$ cat src/rtl/bcd_display_feeder.sv
// bcd_display_feeder: sequential binary-to-packed-BCD converter that feeds a
// 4-digit 7-segment display driver.
//
// A value is accepted over a valid/ready handshake while idle. It is saturated
// to 9999 if it is larger, and then converted with shift-add-3 (double
// dabble), one bit per clock. The registered outputs number, digit_enables and
// overflow are updated together in a single LOAD cycle. This means the display
// never shows a partially converted value.
//
// Optional feature (compile-time macro LEADING_ZERO_BLANK_EN):
//   defined   - leading zero digits are blanked through digit_enables; the
//               units digit is always enabled.
//   undefined - digit_enables is constant 4'b1111 and no blanking logic exists.
module bcd_display_feeder #(
  parameter int WIDTH = 14  // legal range 4..16
) (
  input  logic             clock,
  input  logic             reset,
  input  logic             in_valid,
  input  logic [WIDTH-1:0] in_data,
  output logic             in_ready,
  output logic             busy,
  output logic             done,
  output logic             overflow,
  output logic [15:0]      number,
  output logic [3:0]       digit_enables
);

  localparam int CNT_W = $clog2(WIDTH);

  typedef enum logic [1:0] {
    IDLE  = 2'd0,
    SHIFT = 2'd1,
    LOAD  = 2'd2
  } state_t;

  state_t             state_q, state_d;
  logic [CNT_W-1:0]   cnt_q, cnt_d;
  logic [15:0]        bcd_q, bcd_d;
  logic [WIDTH-1:0]   bin_q, bin_d;
  logic               ovf_flag_q, ovf_flag_d;
  logic [15:0]        number_q, number_d;
  logic               overflow_q, overflow_d;
  logic               done_q, done_d;
  logic               too_big;
  logic [15:0]        bcd_corr;

  // Saturation check. A value of at most 13 bits can never exceed 9999, so
  // for narrow widths the comparator is not built at all.
  if (WIDTH >= 14) begin : g_sat
    localparam logic [WIDTH-1:0] MAX_VAL = WIDTH'(9999);
    assign too_big = (in_data > MAX_VAL);
  end else begin : g_nosat
    assign too_big = 1'b0;
  end

  // Add-3 correction for each BCD nibble that is >= 5. The result is at most
  // 12, so the 4-bit add never carries into the next nibble.
  always_comb begin
    for (int i = 0; i < 4; i++) begin
      bcd_corr[4*i +: 4] = (bcd_q[4*i +: 4] >= 4'd5) ? bcd_q[4*i +: 4] + 4'd3
                                                     : bcd_q[4*i +: 4];
    end
  end

`ifdef LEADING_ZERO_BLANK_EN
  logic [3:0] digit_en_q, digit_en_d;
  logic [3:0] blank_en;

  // Leading-zero blanking. A digit is lit if it is non-zero or if any more
  // significant digit is lit. The units digit is always lit.
  always_comb begin
    blank_en[3] = (bcd_q[15:12] != 4'd0);
    blank_en[2] = (bcd_q[11:8]  != 4'd0) | blank_en[3];
    blank_en[1] = (bcd_q[7:4]   != 4'd0) | blank_en[2];
    blank_en[0] = 1'b1;
  end
`endif

  // Next-state and datapath logic for the IDLE -> SHIFT -> LOAD sequence.
  always_comb begin
    // NOTE: every signal gets a default before the case, so a path that does
    // not assign it cannot infer a latch.
    state_d    = state_q;
    cnt_d      = cnt_q;
    bcd_d      = bcd_q;
    bin_d      = bin_q;
    ovf_flag_d = ovf_flag_q;
    number_d   = number_q;
    overflow_d = overflow_q;
    done_d     = 1'b0;
`ifdef LEADING_ZERO_BLANK_EN
    digit_en_d = digit_en_q;
`endif

    case (state_q)
      IDLE: begin
        if (in_valid) begin
          bcd_d      = 16'h0000;
          bin_d      = too_big ? WIDTH'(9999) : in_data;
          ovf_flag_d = too_big;
          cnt_d      = CNT_W'(WIDTH - 1);
          state_d    = SHIFT;
        end
      end

      SHIFT: begin
        {bcd_d, bin_d} = {bcd_corr[14:0], bin_q, 1'b0};
        if (cnt_q == '0) begin
          state_d = LOAD;
        end else begin
          cnt_d = cnt_q - 1'b1;
        end
      end

      LOAD: begin
        number_d   = bcd_q;
        overflow_d = ovf_flag_q;
        done_d     = 1'b1;
`ifdef LEADING_ZERO_BLANK_EN
        digit_en_d = blank_en;
`endif
        state_d    = IDLE;
      end

      default: state_d = IDLE;
    endcase
  end

  // State and output registers. Reset aborts any conversion in flight.
  always_ff @(posedge clock or posedge reset) begin
    if (reset) begin
      state_q    <= IDLE;
      cnt_q      <= '0;
      bcd_q      <= '0;
      bin_q      <= '0;
      ovf_flag_q <= 1'b0;
      number_q   <= 16'h0000;
      overflow_q <= 1'b0;
      done_q     <= 1'b0;
`ifdef LEADING_ZERO_BLANK_EN
      digit_en_q <= 4'b0001;
`endif
    end else begin
      // NOTE: non-blocking assignments make all flops update together from
      // their pre-edge values, whatever the statement order.
      state_q    <= state_d;
      cnt_q      <= cnt_d;
      bcd_q      <= bcd_d;
      bin_q      <= bin_d;
      ovf_flag_q <= ovf_flag_d;
      number_q   <= number_d;
      overflow_q <= overflow_d;
      done_q     <= done_d;
`ifdef LEADING_ZERO_BLANK_EN
      digit_en_q <= digit_en_d;
`endif
    end
  end

  assign in_ready = (state_q == IDLE);
  assign busy     = (state_q != IDLE);
  assign done     = done_q;
  assign overflow = overflow_q;
  assign number   = number_q;
`ifdef LEADING_ZERO_BLANK_EN
  assign digit_enables = digit_en_q;
`else
  assign digit_enables = 4'b1111;
`endif

endmodule
$ cat config.mk
export PLATFORM = sky130hd
export DESIGN_NAME = bcd_display_feeder
export DESIGN_NICKNAME = d
export VERILOG_FILES = /design/src/rtl/bcd_display_feeder.sv
export SDC_FILE = /design/constraint.sdc
export NUM_CORES = 1
export LEC_CHECK = 0
export BUFFER_PORTS_ARGS = -buffer_cell sky130_fd_sc_hd__buf_2
export CAP_MARGIN = 20
export CORE_UTILIZATION = 35
export CTS_CLUSTER_SIZE = 28
export DETAILED_ROUTE_END_ITERATION = 7
export GPL_ROUTABILITY_DRIVEN = 0
export HOLD_SLACK_MARGIN = 0.03
export PLACE_DENSITY = 0.63
export SLEW_MARGIN = 20
export SYNTH_ARGS = -nofsm -noshare
export SYNTH_HDL_FRONTEND = slang
export SYNTH_SLANG_ARGS = --single-unit
$ cat constraint.sdc
create_clock -name clock -period 1.9 [get_ports clock]
set_input_delay 0.095 -clock clock [delete_from_list [all_inputs] [get_ports clock]]
set_output_delay 0.095 -clock clock [all_outputs]
set_load 0.03 [all_outputs]
# == Word-level counts from Yosys, hierarchy flattened ==
# Index checks and enable logic that the tools add are counted.
# totals
reg_bits,55
in_bits,17
out_inout_bits,24
word_cells,47
# op_classes
n_addsub,5
order_cmp,5
n_eq_ne,5
n_mux,16
reduce_logical,8
# op_table
op,count
$pmux 16 s2,1
$mux 14,2
$pmux 14 s2,1
$mux 4,5
$ge 4x3->1 const B,4
$mux 16,1
$gt 14x14->1 const B,1
$add 4x2->4 const B,3
$pmux 4 s2,1
$ne 2x2->1 const B,3
$reduce_and 2->1,3
$logic_not 4->1,1
$mux 2,2
$pmux 2 s2,1
$reduce_bool 2->1,2
$sub 4x1->4 const B,1
$add 3x2->3 const B,1
$mux 3,1
$reduce_and 3->1,1
$eq 2x1->1 const B,1
$eq 2x2->1 const B,1
$logic_not 2->1,1
$mux 1,1

# == Longest topological paths before layout ==
# Gate-level depths: netlist of run 1.
# depth
depth_word,4
ltp_mapped,6
mapped_depth_nobuf,6

# == Worst setup path after synthesis of run 1 ==
# No wires, ideal clock.
# synth_path
path_kind,register to register
startpoint,reg bcd_q[4]
endpoint,reg bcd_q[6]
setup_ns,0.121
t_arrival_ns,1.281
required_ns,1.779
slack_ns,0.498
stages_incl_launch_ff,7
path_buffers,0
period_less_slack_ns,1.402
cell_sequence,dfrtp_1 -> inv_1 -> ha_1 -> nand2b_1 -> a21oi_1 -> mux2i_1 -> a22o_1
# synth_via
elab_chain_len,3
elab_cells_between_ends,4
cone_classes,add/sub: 1; order compare: 1; mux: 2
# synth_rtl
element,line,text
start: declaration,39,"logic [15:0] bcd_q, bcd_d;"
start signal: assignment,135,bcd_q <= '0;
start signal: assignment,149,bcd_q <= bcd_d;
$add 4x2->4 or $ge 4x3->1 (tied branches),61,bcd_corr[4*i +: 4] = (bcd_q[4*i +: 4] >= 4'd5) ? bcd_q[4*i +: 4] + 4'd3
$mux 4 (*),61,
$pmux 16 s2 (*),96,case (state_q)
# Mark *: on every way between the ends. The rest lies on a longest branch, timed or not.
# A chain may end at the register's enable or synchronous reset.

# == Worst setup path after layout of run 1 ==
# layout_path
startpoint,reg bcd_q[0]
endpoint,reg bcd_q[2]
# The elaborated chain is that of the path after synthesis.

==> out/results.tsv, run 1 <==
metric	value	unit
status	complete, no violations	
syn2layout_area_growth	16.04	%
initial_utilization	36.49	%
post_cts_resized	0	
clockBufferDepth	2	
whs	0.06755	ns
power.internal	3.199	mW
clock-sinks	55	
slew_violations	0	
grtUsageTotal	14.31	%
worst_path_max_delay_cell	dfrtp_1	
grt_pass1_vias	1863	
synthDistinctLibCells	46	
clock-skew-final	0.01153	ns
avgSynthCellArea	11.34	um2
switching_share	39.96	%
cellLeakagePower	1.546	nW
worstPathMaxFanout	4	
cts_buffers	5	
setup_violations	0	
ys_seq_elements	55	
finalCritPeriodShare	82.58	%
hpwl	3373	um
vdd_drop_max	0.0007222	V
synth_edf_count	0	
clk_pin_slew	0.10	ns
final_cell_mix	55 x dfrtp_1, 36 x buf_2, 18 x inv_1	
cts_tree	done	
clockPowerShare	14.2	%
layout_commonest_cell	dfrtp_1	
synth_cells	236	
cts_max_level	2	
synth_warnings	0	
num_antenna_cells	0	
max_stage_delay	0.41	ns
dpl.cell_count	363	
die-area	7997	um2
layout_setup_ws	0.3310	ns
finalSetupTns	0	ns
design_area	3104	um2
min_period	1.569	ns
power_frac_seq	38.0	%
fin_cells	378	
cp-start-kind	flip-flop	
power.switching	2.129	mW
synth_area	2675	um2
die_w	89.43	um
fp-row-count	31	
synth-seq-area-share	51.45	%
die_h	89.43	um
grt_max_degree	56	
dr.pass1.iters	4	
pre_cts_slack	0.3428	ns
layout-drive-gt1-share	25.09	%
worstPathRequired	2.11	ns
endpoint_kind	flip-flop	
async_flop_share	100.0	%
wl_per_cell	13.33	um
postRouteAntennaNets	0	
cts_root_buf	clkbuf_8	
vias	1870	
grt_pass1_wl	8749	um
drt-total-wl	5039	um
portBuffers	36	
path_cells	inv_1 -> ha_1 -> nand2b_1 -> a21oi_1 -> mux2i_1 -> a22o_1	
maxCapViolations	0	
utilization	42.35	%
antenna_found_initial	0	
synth_ff_type	dfrtp_1	
fmax	0.6373	GHz
drtIter0Drc	80	
power_frac_comb	47.8	%
placed_area	2918	um2
viasPerCell	4.947	
hold_viol	0	
design.core.area	7331	um2
pin_count	41	
rsz0062_at_grt	no	
insertion_delay	0.31	ns
power	5.327	mW
overflow	0	
critical_path_class	flip-flop to flip-flop	
drc	0	
fin_nets	305	
p_per_area	1716	nW/um2
crit_arrival	1.78	ns
hold_class	primary input to flip-flop	
==> worst paths after layout <==
path / startpoint / endpoint / slack [ns] / cells past startpoint
setup / recovery: bcd_q[0] / bcd_q[2] / 0.33 / 6
hold / removal: in_data[10] / bin_q[10] / 0.07 / 2
setup reg to reg: bcd_q[0] / bcd_q[2] / 0.33 / 6
hold reg to reg: number[8] / number[8] / 0.48 / 2
max in group asynchronous: reset / number[10] / 1.27 / 4
min in group asynchronous: reset / bin_q[10] / 0.37 / 4
==> timing repair <==
action,in CTS,in global routing
endpoints found under the hold margin,62,0
buffers inserted,0,0
hold buffers,8,0
==> Yosys cell counts, types with 5 or more instances <==
| cell | n | area, um2 |
|---|---|---|
| a21o_1 | 5 | 37.54 |
| nand2b_1 | 5 | 31.28 |
| nor2_1 | 6 | 22.52 |
| dfrtp_1 | 55 | 1376 |
| buf_4 | 7 | 52.55 |
| nand2_1 | 12 | 45.04 |
| a21oi_1 | 16 | 80.08 |
| o22ai_1 | 8 | 50.05 |
| ha_1 | 9 | 112.6 |
| inv_1 | 19 | 71.32 |
| a22o_1 | 8 | 70.07 |
| mux2i_1 | 6 | 60.06 |
| o21ai_0 | 17 | 85.08 |
| mux2_2 | 6 | 67.56 |
==> power groups by stage <==
stage                     Sequential, mW  Combinational, mW  Clock [mW]
after CTS                           2.03               2.57       0.788
after global placement              2.04               2.50           0
after floorplan                     2.21               1.85           0
after detailed placement            2.05               2.54           0
after global routing                2.10               2.86       0.835
final                               2.02               2.55       0.757
==> final cells by class <==
type | instances | area [um2]
Clock buffer | 5 | 68.82
Clock inverter | 2 | 37.54
Fill cell | 707 | 4227
Inverter | 19 | 71.32
Multi-Input combinational cell | 149 | 1116
Sequential cell | 55 | 1376
Tap cell | 99 | 123.9
Timing Repair Buffer | 49 | 310.3
==> registers in the layout, summed over array words and instances (netlist names) <==
signal      count
number         16
bin_q          14
done            1
state_q         2
overflow        1
cnt_q           4
bcd_q          16
ovf_flag_q      1
==> routing by layer <==
metal	GRT usage [%]	up-vias	share of wire, %
li1	-	914	-
met1	18.71	908	47
met2	23.25	42	48
met3	3.509	6	4.6
met4	4.906	0	1.1
met5	0	-	0
==> cells by family (layout without fill, tap and decap cells) <==
group / Yosys count / count (layout) / synth area share [%]
other cells: 1 / 4 / 0.1402
mux: 15 / 15 / 6.454
compound gates: 71 / 71 / 18.71
fa+ha+maj: 9 / 9 / 4.210
flops: 55 / 55 / 51.45
simple gates: 44 / 44 / 9.823
buf+inv: 35 / 75 / 7.250
xor+xnor: 6 / 6 / 1.964
==> critical path: cells and delay by family, from the launching register on <==
kind,cells,cell delay [ns]
compound gates,2,0.53
flops,1,0.41
fa+ha+maj,1,0.21
buf+inv,1,0.14
mux,1,0.12
simple gates,1,0.06
Power figures use the tool's default switching activity.
==> run 2, diff against run 1 <==
Settings changed: PLACE_DENSITY 0.63 to 0.65.
Clock period 1.9 ns to 1.4 ns, I/O delays scaled along.
==> run 2 against run 1 <==
  * Cell area up 15%
  * Combinational power up 80%
  * Highest routed layer unchanged
  * Flip-flop and latch count unchanged
  * Register-to-register slack worse by 0.30 ns
  * Largest cell class unchanged
  * Wire length up 12%
  * Sequential power up 40%
  * Cell count up 10%
  * Critical path depth down 1
  * Die area unchanged
==> out/results.tsv, run 2 (synthesis results as in run 1) <==
metric	value	unit	change
rr_endpoint	bcd_q[9]		
portBuffers	36		unchanged
hold_class	primary input to flip-flop		
path_cells	buf_6 -> nor2_4 -> buf_6 -> inv_2 -> buf_6		
critPathBufInv	4		+3
slew_headroom	62.89	%	
holdPathEnd	bin_q[8]		
worst_path_max_delay_cell	dfrtp_1		
grt_pass1_vias	1957		+5.0%
cts_root_buf	clkbuf_8		
finalCritPeriodShare	98.54	%	
clockBufferDepth	2		unchanged
cellLeakagePower	1.753	nW	+13%
overflow	0		unchanged
grt_pass1_wl	9321	um	+6.5%
cpMostUsedCell	buf_6		
tightest_slew	0.5555	ns	
antenna_found_initial	0		unchanged
max_stage_delay	0.43	ns	+0.02 ns
pin_count	41		unchanged
worstHoldPathCells	2		unchanged
cp_top_family	buffers and inverters		
die_h	89.43	um	unchanged
critical_path_class	flip-flop to primary output		
fillers	671		-5.1%
die_w	89.43	um	unchanged
utilization	48.88	%	+6.5 points
cts_max_level	2		unchanged
power_frac_comb	53.8	%	+6.0 points
drtIter0Drc	46		-43%
viasPerCell	4.803		-2.9%
whs	0.06146	ns	-0.006089 ns
setup_violations	0		unchanged
num_antenna_cells	0		unchanged
worstPathRequired	1.33	ns	-0.78 ns
power.internal	5.231	mW	+64%
power.switching	3.313	mW	+56%
p_per_area	2384	nW/um2	+39%
r2r-start	bcd_q[8]		
dr.pass1.iters	4		unchanged
drc	0		unchanged
cts_buffers	5		unchanged
clk_pin_slew	0.09	ns	about the same
crit_arrival	1.31	ns	-0.47 ns
drt-total-wl	5639	um	+12%
die-area	7997	um2	unchanged
clock-skew-final	0.01223	ns	+0.0006979 ns
vias	1998		+6.8%
clock-sinks	55		unchanged
fin_nets	342		+12%
final_cell_mix	53 x dfrtp_1, 34 x buf_2, 34 x buf_4		
hpwl	3893	um	+15%
power_frac_seq	33.1	%	-4.9 points
hp-start	in_data[8]		
r2r_setup_slack	0.03	ns	-0.30 ns
multi_input_area	1242	um2	+11%
min_period	1.380	ns	
insertion_delay	0.31	ns	about the same
vdd_drop_max	0.001087	V	+51%
switching_share	38.78	%	-1.2 points
initial_utilization	36.49	%	unchanged
endpoint_kind	primary output		
grt_max_degree	27		-52%
status	complete, no violations		
design.core.area	7331	um2	unchanged
layout-drive-gt1-share	41.96	%	+17 points
cts_tree	done		
cp-start-kind	flip-flop		
r2r_cells	6		unchanged
grtUsageTotal	15.26	%	+0.96 points
fmax	0.7249	GHz	
clockPowerShare	13.1	%	-1.1 points
rsz0062_at_grt	yes		
layout_commonest_cell	dfrtp_1		
register_area	1379	um2	+0.18%
postRouteAntennaNets	0		unchanged
worstPathMaxFanout	5		+1
fp-row-count	31		unchanged
hold_viol	0		unchanged
syn2layout_area_growth	33.96	%	
finalSetupTns	0	ns	unchanged
maxCapViolations	0		unchanged
slew_violations	0		unchanged
wl_per_cell	13.56	um	+1.7%
-- run 2: cell count changes in the layout (fill, tap and decap cells not counted), moves of 4 or more --
| cell | before | now |
|---|---|---|
| buf_4 | 4 | 34 |
| buf_6 | 0 | 5 |
| inv_2 | 1 | 8 |
| inv_1 | 18 | 10 |
| ha_2 | 0 | 4 |
| a21oi_1 | 16 | 11 |
| ha_1 | 9 | 2 |
-- run 2: worst max-delay path by stage --
stage | startpoint | to | slack, ns | cells past startpoint
after floorplan | bcd_q[0] | bcd_q[2] | 0.004 | 6
after CTS | state_q[0] | busy | -0.003 | 5
after global placement | bcd_q[9] | bcd_q[10] | -0.001 | 6
after global routing | state_q[0] | busy | -0.04 | 5
final | state_q[0] | busy | 0.02 | 5
after detailed placement | bcd_q[9] | bcd_q[10] | -0.05 | 6
-- run 2: worst reg2reg max path: cells and delay by family (launching register included) --
kind,cells,cell delay [ns]
DFF,1,0.46
AOI/OAI and AO/OA,2,0.25
adders and majority gates,1,0.17
and+or+nand+nor,1,0.14
buffers and inverters,1,0.13
xor gates and xnor gates,1,0.11
-- run 2: stage by stage --
stage / cell area [um2] / total power [mW] / std cells / worst slack (ns)
4_1_cts: 3397 / 8.045 / 408 / -0.002708
6_report: 3583 / 8.545 / 416 / 0.02048
2_1_floorplan: 2694 / 5.526 / 239 / 0.003827
5_1_grt: 3583 / 9.186 / 416 / -0.03826
3_3_place_gp: 3153 / 6.688 / 390 / -0.001345
3_5_place_dp: 3153 / 6.812 / 390 / -0.04618
-- run 2: routing by layer --
layer | GRT usage (%) | share of wire (%)
met3 | 3.324 | 3.1
met4 | 4.618 | 1.1
met2 | 24.50 | 48
met5 | 0 | 0
met1 | 20.68 | 48
-- run 2: timing repair --
item	in CTS	in global routing
hold endpoints to repair	30	0
pin swaps	2	9
buffers inserted	0	8
gates resized for setup	7	34
hold buffers	10	0
setup endpoints to repair	6	24
cloned	0	0
-- run 2: power groups by stage --
stage / Combinational, mW / Clock (mW) / Sequential, mW
2_1_floorplan: 2.52 / 0 / 3.00
3_3_place_gp: 3.93 / 0 / 2.76
6_report: 4.60 / 1.12 / 2.83
3_5_place_dp: 4.04 / 0 / 2.78
4_1_cts: 4.12 / 1.16 / 2.77
5_1_grt: 5.02 / 1.22 / 2.94
-- run 2: area by class of cell --
| cell class | instances | area share, % |
|---|---|---|
| flip-flops and latches | 55 | 38.48 |
| multi-input cells | 149 | 34.67 |
| repair buffers | 86 | 17.91 |
| well taps | 99 | 3.457 |
| clock buffers | 6 | 2.304 |
| inverters | 19 | 2.095 |
| clock inverters | 2 | 1.082 |
==> run 3, diff against run 2 <==
Settings changed: ABC_AREA set to 1, HOLD_SLACK_MARGIN 0.03 to 0.1, PLACE_DENSITY 0.65 to 0.64.
==> run 3 against run 2 <==
  * Clock power decreased by 17%
  * Total power decreased by 13%
  * Sequential power decreased by 4%
  * First-iteration DRC count increased to 2.7 times the previous value
  * Via count increased by 13%
  * Cell count increased by 18%
  * Largest cell class unchanged
  * Highest routed layer unchanged
==> out/results.tsv, run 3 <==
metric	value	unit	change
grtUsageTotal	14.30	%	-0.97 points
synth_edf_count	0		unchanged
viasPerCell	4.627		-3.7%
critical_path_class	flip-flop to flip-flop		
clockPowerShare	12.4	%	-0.7 points
drc	0		unchanged
num_antenna_cells	0		unchanged
synth.most_common_cell	nand2_1		
synth_area_leader_cell	dfrtp_1		
yosys-top-cells-area	dfrtp_1 51%, nand2_1 13%, o21ai_0 7.4%		
ys_seq_elements	55		unchanged
rr_endpoint	cnt_q[3]		
cts_max_level	2		unchanged
initial_utilization	36.66	%	+0.16 points
dr.pass1.iters	5		+1
postRouteAntennaNets	0		unchanged
crit_arrival	1.53	ns	+0.22 ns
clock-skew-final	0.006863	ns	-0.005365 ns
cp-start-kind	flip-flop		
final_cell_mix	95 x nand2_1, 55 x dfrtp_1, 36 x o21ai_0, 36 x buf_2, 28 x inv_1		
synthDistinctLibCells	26		-43%
met1_usage	18.90	%	-1.8 points
hold_viol	0		unchanged
drt-total-wl	5504	um	-2.4%
design_area	3338	um2	-6.8%
hpwl	3730	um	-4.2%
placed_area	3002	um2	-4.8%
async_flop_share	100.0	%	unchanged
worstHoldPathCells	4		+2
r2r-start	cnt_q[0]		
clk_pin_slew	0.09	ns	about the same
finalCritPeriodShare	95.89	%	-2.7 points
overflow	0		unchanged
syn2layout_area_growth	23.58	%	
die_w	89.85	um	+0.48%
clockBufferDepth	2		unchanged
endpoint_kind	flip-flop		
power_frac_comb	50.9	%	-2.9 points
fin_nets	416		+22%
synth_cells	329		+39%
status	complete, no violations		
insertion_delay	0.31	ns	about the same
power.internal	4.107	mW	-21%
die_h	89.85	um	+0.48%
synth.top_cells.by_count	97 x nand2_1, 55 x dfrtp_1, 40 x o21ai_0		
cts_tree	done		
fmax	0.7449	GHz	+2.8%
min_period	1.342	ns	-0.03711 ns
worstPathRequired	1.59	ns	+0.26 ns
synth-seq-area-share	50.95	%	-0.50 points
vias	2267		+13%
synth_area	2701	um2	+0.98%
vdd_drop_max	0.0006861	V	-37%
worstPathMaxFanout	7		+2
cts_buffers	5		unchanged
fin_cells	490		+18%
met3_usage	3.723	%	+0.40 points
wl_per_cell	11.23	um	-17%
synth_top_area_share	50.95	%	-0.50 points
synth_ff_type	dfrtp_1		
switching_share	44.91	%	+6.1 points
grt_max_degree	56		+110%
maxCapViolations	0		unchanged
dpl.cell_count	461		+18%
portBuffers	36		unchanged
avgSynthCellArea	8.211	um2	-28%
hp-start	in_valid		
design.core.area	7370	um2	+0.53%
setup_violations	0		unchanged
r2r_cells	7		+1
antenna_found_initial	0		unchanged
grt_pass1_vias	2098		+7.2%
r2r_setup_slack	0.06	ns	+0.03 ns
rsz0062_at_grt	yes		
pin_count	41		unchanged
fp-row-count	31		unchanged
fillers	770		+15%
layout-drive-gt1-share	20.20	%	-22 points
synth_warnings	0		unchanged
grt_pass1_wl	9397	um	+0.82%
met2_usage	23.33	%	-1.2 points
layout_commonest_cell	nand2_1		
slew_violations	0		unchanged
clock-sinks	55		unchanged
p_per_area	2233	nW/um2	-6.4%
cellLeakagePower	1.705	nW	-2.7%
hold_class	primary input to flip-flop		
busiest_layer	met2		
finalSetupTns	0	ns	unchanged
drtIter0Drc	125		+170%
cts_root_buf	clkbuf_8		
power_frac_seq	36.7	%	+3.6 points
holdPathEnd	bin_q[13]		
die-area	8073	um2	+0.95%
power.switching	3.347	mW	+1.0%
==> run 3: cell types whose count changed in the layout (fill, tap and decap cells not counted), sizes merged, moves of 9 or more <==
| cell | previous run | this run |
|---|---|---|
| nand3 | 1 | 19 |
| inv | 19 | 35 |
| o21ai | 18 | 40 |
| buf | 76 | 50 |
| nor2 | 9 | 31 |
| a21oi | 17 | 4 |
| mux2 | 9 | 0 |
| nand2 | 13 | 100 |
==> run 3: worst max-delay path by stage <==
stage / startpoint / end / slack (ns) / cells past startpoint
after global routing: cnt_q[0] / cnt_q[2] / -0.005 / 7
after CTS: bcd_q[8] / bcd_q[9] / 0.006 / 8
after detailed placement: bcd_q[8] / bcd_q[9] / 0.01 / 9
after floorplan: state_q[0] / busy / 0.11 / 2
final: cnt_q[0] / cnt_q[3] / 0.06 / 7
after global placement: bcd_q[8] / bcd_q[9] / 0.04 / 9
==> run 3: cells by family (layout without fill, tap and decap cells) <==
logic type / Yosys count / after routing / share of synthesized area [%]
simple gates: 157 / 157 / 24.22
compound gates: 55 / 55 / 11.02
other cells: 1 / 4 / 0.1388
fa+ha+maj: 9 / 9 / 4.169
xor+xnor: 2 / 2 / 0.6486
flops: 55 / 55 / 50.95
buf+inv: 50 / 109 / 8.846
==> run 3: per-layer routing <==
| metal | share of wire, % | up-vias |
|---|---|---|
| met5 | 0 | - |
| met4 | 0.58 | 0 |
| met3 | 3.6 | 4 |
| met2 | 48 | 48 |
| met1 | 48 | 1053 |
| li1 | - | 1162 |
==> run 3: metrics by stage <==
| step | total power [mW] | util [%] | setup WS (ns) | hold slack, ns |
|---|---|---|---|---|
| after floorplan | 5.441 | - | 0.1067 | 0.1441 |
| after global placement | 6.201 | 40.73 | 0.03568 | 0.1674 |
| after detailed placement | 6.337 | 40.73 | 0.01471 | 0.1703 |
| after CTS | 7.323 | 44.14 | 0.005704 | 0.2918 |
| after global routing | 8.161 | 45.30 | -0.004779 | 0.2570 |
| final | 7.454 | 45.30 | 0.05759 | 0.2418 |
==> run 3: area by class of cell <==
cell class	count	area, um2	area share [%]
clock buffer	6	82.58	2.474
inverter	36	141.4	4.235
tap	99	123.9	3.711
sequential	55	1376	41.23
timing repair buffer	65	460.4	13.79
multi-input combinational	227	1137	34.07
clock inverter	2	16.27	0.4873
==> run 3: worst max-delay path, stage by stage (launching register included) <==
cell     delay, ns
dfrtp_1       0.39
inv_1         0.12
ha_1          0.20
nand4_1       0.13
nand2_1       0.15
nand2_2       0.11
nand2_1       0.07
o21ai_0       0.07
==> run 3: timing repair <==
item	4_1_cts	5_1_grt
resized for setup	1	20
endpoints found under the setup margin	1	21
hold endpoints to repair	68	0
hold buffers	15	0
pin swaps	0	4
setup buffers	0	6
==> run 3: power groups by stage <==
| stage | Combinational (mW) | Clock, mW | Sequential, mW |
|---|---|---|---|
| after floorplan | 2.32 | 0 | 3.12 |
| after global placement | 3.46 | 0 | 2.74 |
| after detailed placement | 3.57 | 0 | 2.76 |
| after CTS | 3.62 | 0.966 | 2.73 |
| after global routing | 4.29 | 1.04 | 2.84 |
| final | 3.80 | 0.926 | 2.73 |
